==> src/rtl/fib_pkg.sv <==
// Shared definitions for the Fibonacci sequencer: default widths and FSM state encoding.
package fib_pkg;

    localparam int FIB_WIDTH = 4;
    localparam int FIB_CNT_W = 5;

    typedef enum logic {
        IDLE = 1'b0,
        RUN  = 1'b1
    } state_e;

endpackage : fib_pkg

==> src/rtl/fib_sequencer.sv <==
// Register/control stage in front of an external ripple-carry adder: holds the prev/curr
// Fibonacci pair, streams one term per clock and stops early with a sticky overflow flag.
module fib_sequencer
    import fib_pkg::*;
#(
    parameter int WIDTH = FIB_WIDTH,
    parameter int CNT_W = FIB_CNT_W
) (
    input  logic             clk,
    input  logic             rst_n,
    input  logic             start,
    input  logic [CNT_W-1:0] n_terms,
    output logic [WIDTH-1:0] add_a,
    output logic [WIDTH-1:0] add_b,
    input  logic [WIDTH-1:0] add_sum,
    input  logic             add_cout,
    output logic [WIDTH-1:0] fib_out,
    output logic             fib_valid,
    output logic             busy,
    output logic             done,
    output logic             overflow
);

    state_e           state_q, state_d;
    logic [WIDTH-1:0] prev_q, prev_d;
    logic [WIDTH-1:0] curr_q, curr_d;
    logic             prev_ovf_q, prev_ovf_d;
    logic             curr_ovf_q, curr_ovf_d;
    logic [CNT_W-1:0] cnt_q, cnt_d;
    logic [CNT_W-1:0] n_q, n_d;
    logic [WIDTH-1:0] fib_out_q, fib_out_d;
    logic             fib_valid_q, fib_valid_d;
    logic             done_q, done_d;
    logic             overflow_q, overflow_d;
    logic [CNT_W-1:0] cnt_inc;

    // n_terms never exceeds 2^CNT_W-1, so the incremented count cannot wrap.
    assign cnt_inc = cnt_q + CNT_W'(1);

    always_comb begin
        // NOTE: every _d gets a default before the case so no path leaves one unassigned (no latches).
        state_d     = state_q;
        prev_d      = prev_q;
        curr_d      = curr_q;
        prev_ovf_d  = prev_ovf_q;
        curr_ovf_d  = curr_ovf_q;
        cnt_d       = cnt_q;
        n_d         = n_q;
        fib_out_d   = fib_out_q;
        overflow_d  = overflow_q;
        fib_valid_d = 1'b0;
        done_d      = 1'b0;

        unique case (state_q)
            IDLE: begin
                if (start) begin
                    n_d        = n_terms;
                    prev_d     = '0;
                    curr_d     = WIDTH'(1);
                    prev_ovf_d = 1'b0;
                    curr_ovf_d = 1'b0;
                    cnt_d      = '0;
                    overflow_d = 1'b0;
                    if (n_terms == '0) begin
                        done_d = 1'b1;
                    end else begin
                        state_d = RUN;
                    end
                end
            end

            RUN: begin
                // The done cycle is spent in RUN so busy stays high with done and a start there is ignored.
                if (done_q) begin
                    state_d = IDLE;
                end else if (prev_ovf_q) begin
                    overflow_d = 1'b1;
                    done_d     = 1'b1;
                end else begin
                    fib_out_d   = prev_q;
                    fib_valid_d = 1'b1;
                    cnt_d       = cnt_inc;
                    prev_d      = curr_q;
                    prev_ovf_d  = curr_ovf_q;
                    curr_d      = add_sum;
                    curr_ovf_d  = add_cout | prev_ovf_q | curr_ovf_q;
                    if (cnt_inc == n_q) begin
                        done_d = 1'b1;
                    end
                end
            end

            default: state_d = IDLE;
        endcase
    end

    // NOTE: sequential state uses non-blocking assignments only, so every flop samples pre-edge values.
    always_ff @(posedge clk or negedge rst_n) begin
        if (!rst_n) begin
            state_q     <= IDLE;
            prev_q      <= '0;
            curr_q      <= '0;
            prev_ovf_q  <= 1'b0;
            curr_ovf_q  <= 1'b0;
            cnt_q       <= '0;
            n_q         <= '0;
            fib_out_q   <= '0;
            fib_valid_q <= 1'b0;
            done_q      <= 1'b0;
            overflow_q  <= 1'b0;
        end else begin
            state_q     <= state_d;
            prev_q      <= prev_d;
            curr_q      <= curr_d;
            prev_ovf_q  <= prev_ovf_d;
            curr_ovf_q  <= curr_ovf_d;
            cnt_q       <= cnt_d;
            n_q         <= n_d;
            fib_out_q   <= fib_out_d;
            fib_valid_q <= fib_valid_d;
            done_q      <= done_d;
            overflow_q  <= overflow_d;
        end
    end

    assign add_a     = prev_q;
    assign add_b     = curr_q;
    assign fib_out   = fib_out_q;
    assign fib_valid = fib_valid_q;
    assign busy      = (state_q == RUN);
    assign done      = done_q;
    assign overflow  = overflow_q;

endmodule : fib_sequencer
==> config.mk <==
export PLATFORM = sky130hd
export DESIGN_NAME = fib_sequencer
export DESIGN_NICKNAME = d
export VERILOG_FILES = /design/src/rtl/fib_pkg.sv /design/src/rtl/fib_sequencer.sv
export SDC_FILE = /design/constraint.sdc
export NUM_CORES = 1
export LEC_CHECK = 0
export BUFFER_PORTS_ARGS = -buffer_cell sky130_fd_sc_hd__buf_2
export CORE_ASPECT_RATIO = 1.2
export CORE_MARGIN = 5
export CORE_UTILIZATION = 47
export CTS_CLUSTER_SIZE = 25
export DETAILED_ROUTE_END_ITERATION = 10
export GPL_ROUTABILITY_DRIVEN = 0
export HOLD_SLACK_MARGIN = 0.1
export PLACE_DENSITY = 0.83
export SLEW_MARGIN = 15
export SYNTH_ARGS = -nofsm -noshare
export SYNTH_HDL_FRONTEND = slang
export SYNTH_SLANG_ARGS = --single-unit
==> constraint.sdc <==
create_clock -name clk -period 1.3 [get_ports clk]
set_input_delay 0.39 -clock clk [delete_from_list [all_inputs] [get_ports clk]]
set_output_delay 0.39 -clock clk [all_outputs]
set_load 0.01 [all_outputs]
==> flow_summary_export.csv <==
group,metric,value,unit
run_status,outcome,"finished, violations left",
run_status,violations_in_the_final_reports,"setup timing",
sta,max_slew_violation_count,0,
clock_network,cts_buffers,3,
setup_path,worstPathMaxFanout,4,
floorplanning,rows,20,
grt,antenna_violations_before_repair,0,
drt,drt-initial-drc-count,53,
drt,finalWirelength,3.055,mm
yosys,synth.yosys.seq_area_share,55.72,%
grt,global_route.usage.total,16.31,%
grt,gr-max-usage-layer,"met2",
setup_path,crit-reg2reg-launch,"prev_ovf_q$_DFFE_PN0P_",
clock_network,htreeDepth,1,
drt,post-route-drc-count,0,
final_layout,fillerInstances,195,
yosys,postSynthAreaPerCell,9.673,um2
final_layout,synthToLayoutAreaGrowth,41.79,%
final_layout,fin_nets,197,
yosys,netlist_instances,130,
setup_path,worst-endpoint-arrival,1.65,ns
sta,setup_slack,-0.07878,ns
clock_network,clk-insertion-delay-late,0.33,ns
yosys,netlist-cell-type-count,29,
setup_path,crit_required,1.57,ns
power_and_ir_drop,total_power,4.349,mW
final_layout,finish.instance_area,1783,um2
final_layout,fin_util,69.85,%
clock_network,clockBufferDepth,2,
sta,timing.final.hold_violations,0,
floorplanning,start_util,49.26,%
clock_network,clock-sinks,28,
setup_path,worstSetupPathType,"reg -> reg",
grt,use_met3,1.744,%
setup_path,timing.critical_path.to_type,"flop",
final_layout,final_cell_mix,"nand2_1 (39), dfrtp_1 (28), buf_2 (25), buf_4 (20), nand3_1 (12)",
drt,detail_route.vias_per_cell,5.079,
grt,gr-usage-met1,19.75,%
final_layout,layout-drive-gt1-share,40.66,%
place,dpl_cell_area,1519,um2
clock_network,cts-root-buf,"clkbuf_4",
min_path,worst_hold_startpoint,"add_sum[3]",
sta,skew,0.004490,ns
final_layout,multi_input_comb_area,563.0,um2
grt,globalRoute.totalOverflow,0,
yosys,synth_warn,0,
power_and_ir_drop,total_leakage_power,0.9580,nW
floorplanning,floorplan.die.height,66.66,um
sta,slew_headroom,76.79,%
yosys,syn_area,1257,um2
min_path,timing.hold.worst.class,"in -> reg",
grt,grt_use_met2,28.86,%
drt,dr.pass1.iters,4,
sta,rsz0062_at_grt,"true",
sta,min_period,1.379,ns
flow_run,cap_violations,0,
setup_path,critical_path.startpoint_type,"flop",
final_layout,diodes,0,
drt,drtAntennaViolNets,0,
place,dp_slack,-0.07137,ns
setup_path,crit_start,"prev_ovf_q$_DFFE_PN0P_",
sta,tightestPinTransition,0.3481,ns
drt,num_vias,1092,
power_and_ir_drop,worst_ir_drop_vdd,1.301,mV
drt,avgRoutedWirePerCell,14.21,um
sta,setup-violations-final,3,
floorplanning,coreArea,2552,um2
sta,final_clock_period_utilization_by_the_worst_path,106.1,%
grt,maximum_number_of_pins_on_one_net_before_global_route_repair,29,
grt,grt_pass1_wl,4.809,mm
power_and_ir_drop,power-per-cell-area,2439,nW/um2
final_layout,ff_latch_area,700.7,um2
floorplanning,chipWidth,57.22,um
sta,achievable_clock_frequency,725.3,MHz
grt,via_count_of_the_first_global_routing_pass,1062,
final_layout,mostFrequentLayoutCell,"nand2_1",
place,io_buffer_count,28,
clock_network,cts.reportedPaths.clkPinSlew,0.15,ns
clock_network,cts_tree,"done",
place,post-dp-hpwl,2.023,mm
floorplanning,design.die.area,3814,um2
yosys,syn_nets,144,
yosys,synth.ff_latch_count,28,
floorplanning,boundaryPins,29,
==> through the flow <==
stage / TNS (ns) / hold slack (ns) / instances
CTS: -0.2165 / 0.2268 / 209
detailed placement: -0.5903 / 0.4070 / 198
global route: -0.7375 / 0.2520 / 215
finish: -0.2049 / 0.2436 / 215
floorplan: -0.6907 / 0.09441 / 130
global placement: -0.01285 / 0.3994 / 198
==> sequential cells by signal, indices dropped and copies added, names as in the netlist, 4 cells and up <==
| signal | cells |
|---|---|
| cnt_q | 5 |
| add_a | 4 |
| n_q | 5 |
| fib_out | 4 |
| add_b | 4 |
==> cell families (layout without fill, tap and decap cells) <==
group,after synthesis,count (layout),synth area share [%]
buffers and inverters,12,64,4.378
adder cells (fa/ha/maj),1,1,0.9949
AND/OR/NAND/NOR,66,66,22.69
XOR/XNOR,9,9,7.363
multiplexers,2,2,2.985
flip-flops,28,28,55.72
AO/OA/AOI/OAI,12,12,5.871
==> worst max-delay path, cell delays in order, from the launching register on <==
cell     delay [ns]
dfrtp_1        0.41
or3b_4         0.45
mux2_4         0.33
mux2i_4        0.12
==> where the power goes <==
part / internal, mW / switching (mW)
Combinational: 1.23 / 1.07
Clock: 0.312 / 0.259
Sequential: 1.22 / 0.258
Total: 2.76 / 1.59
==> timing repair <==
| item | 4_1_cts | 5_1_grt |
|---|---|---|
| hold buffers | 1 | 0 |
| cloned | 0 | 1 |
| resized for setup | 10 | 13 |
| buffers inserted | 6 | 5 |
| hold endpoints to repair | 28 | 0 |
| pin swaps | 6 | 7 |
| endpoints found under the setup margin | 24 | 37 |
==> layout make-up <==
| type | count | share of cell area (%) |
|---|---|---|
| Tap cell | 33 | 2.316 |
| Sequential cell | 28 | 39.30 |
| Clock inverter | 1 | 1.684 |
| Inverter | 6 | 1.544 |
| Timing Repair Buffer | 54 | 22.32 |
| Multi-Input combinational cell | 90 | 31.58 |
| Clock buffer | 3 | 1.263 |
==> per-layer routing <==
metal  share of wire [%]  wire length [um]
met1                  41              1256
met2                  51              1565
met3                 5.3               163
met4                 2.3                70
met5                   0                 0
==> worst paths after layout <==
| path | end | slack (ns) | depth (start not counted) |
|---|---|---|---|
| max | cnt_q[2]$_DFFE_PN0P_ | -0.08 | 3 |
| max in group asynchronous | n_q[2]$_DFFE_PN0P_ | 0.48 | 3 |
| min in group asynchronous | n_q[4]$_DFFE_PN0P_ | 0.56 | 3 |
| min reg2reg | fib_out[1]$_DFFE_PN0P_ | 0.50 | 2 |
| max reg2reg | cnt_q[2]$_DFFE_PN0P_ | -0.08 | 3 |
| min | add_b[3]$_DFFE_PN0P_ | 0.24 | 3 |
==> synthesized netlist by cell type <==
master     n  area, um2
o31ai_1    1      7.510
nor2b_1    1      6.260
xnor3_1    1      22.52
or2_2      1      6.260
xor2_1     5      43.79
and2b_1    1      7.510
buf_6      1      11.26
ha_1       1      12.51
xnor2_1    3      26.28
nor3_1     2      10.01
buf_2      2      10.01
mux2_4     1      15.01
a21oi_1    3      15.01
dfrtp_1   28      700.7
o22ai_1    2      12.51
a32oi_1    1      8.760
nor2_1     1      3.750
o21ai_0    3      15.01
clkbuf_1   3      11.26
or3b_1     1      8.760
mux2i_4    1      22.52
inv_1      5      18.77
nand2b_1   1      6.260
nand2_1   44      165.2
nand4_1    1      6.260
a31oi_1    1      6.260
clkinv_1   1      3.750
a22o_1     1      8.760
nand3_1   13      65.06
(Power assumes the default switching activity.)
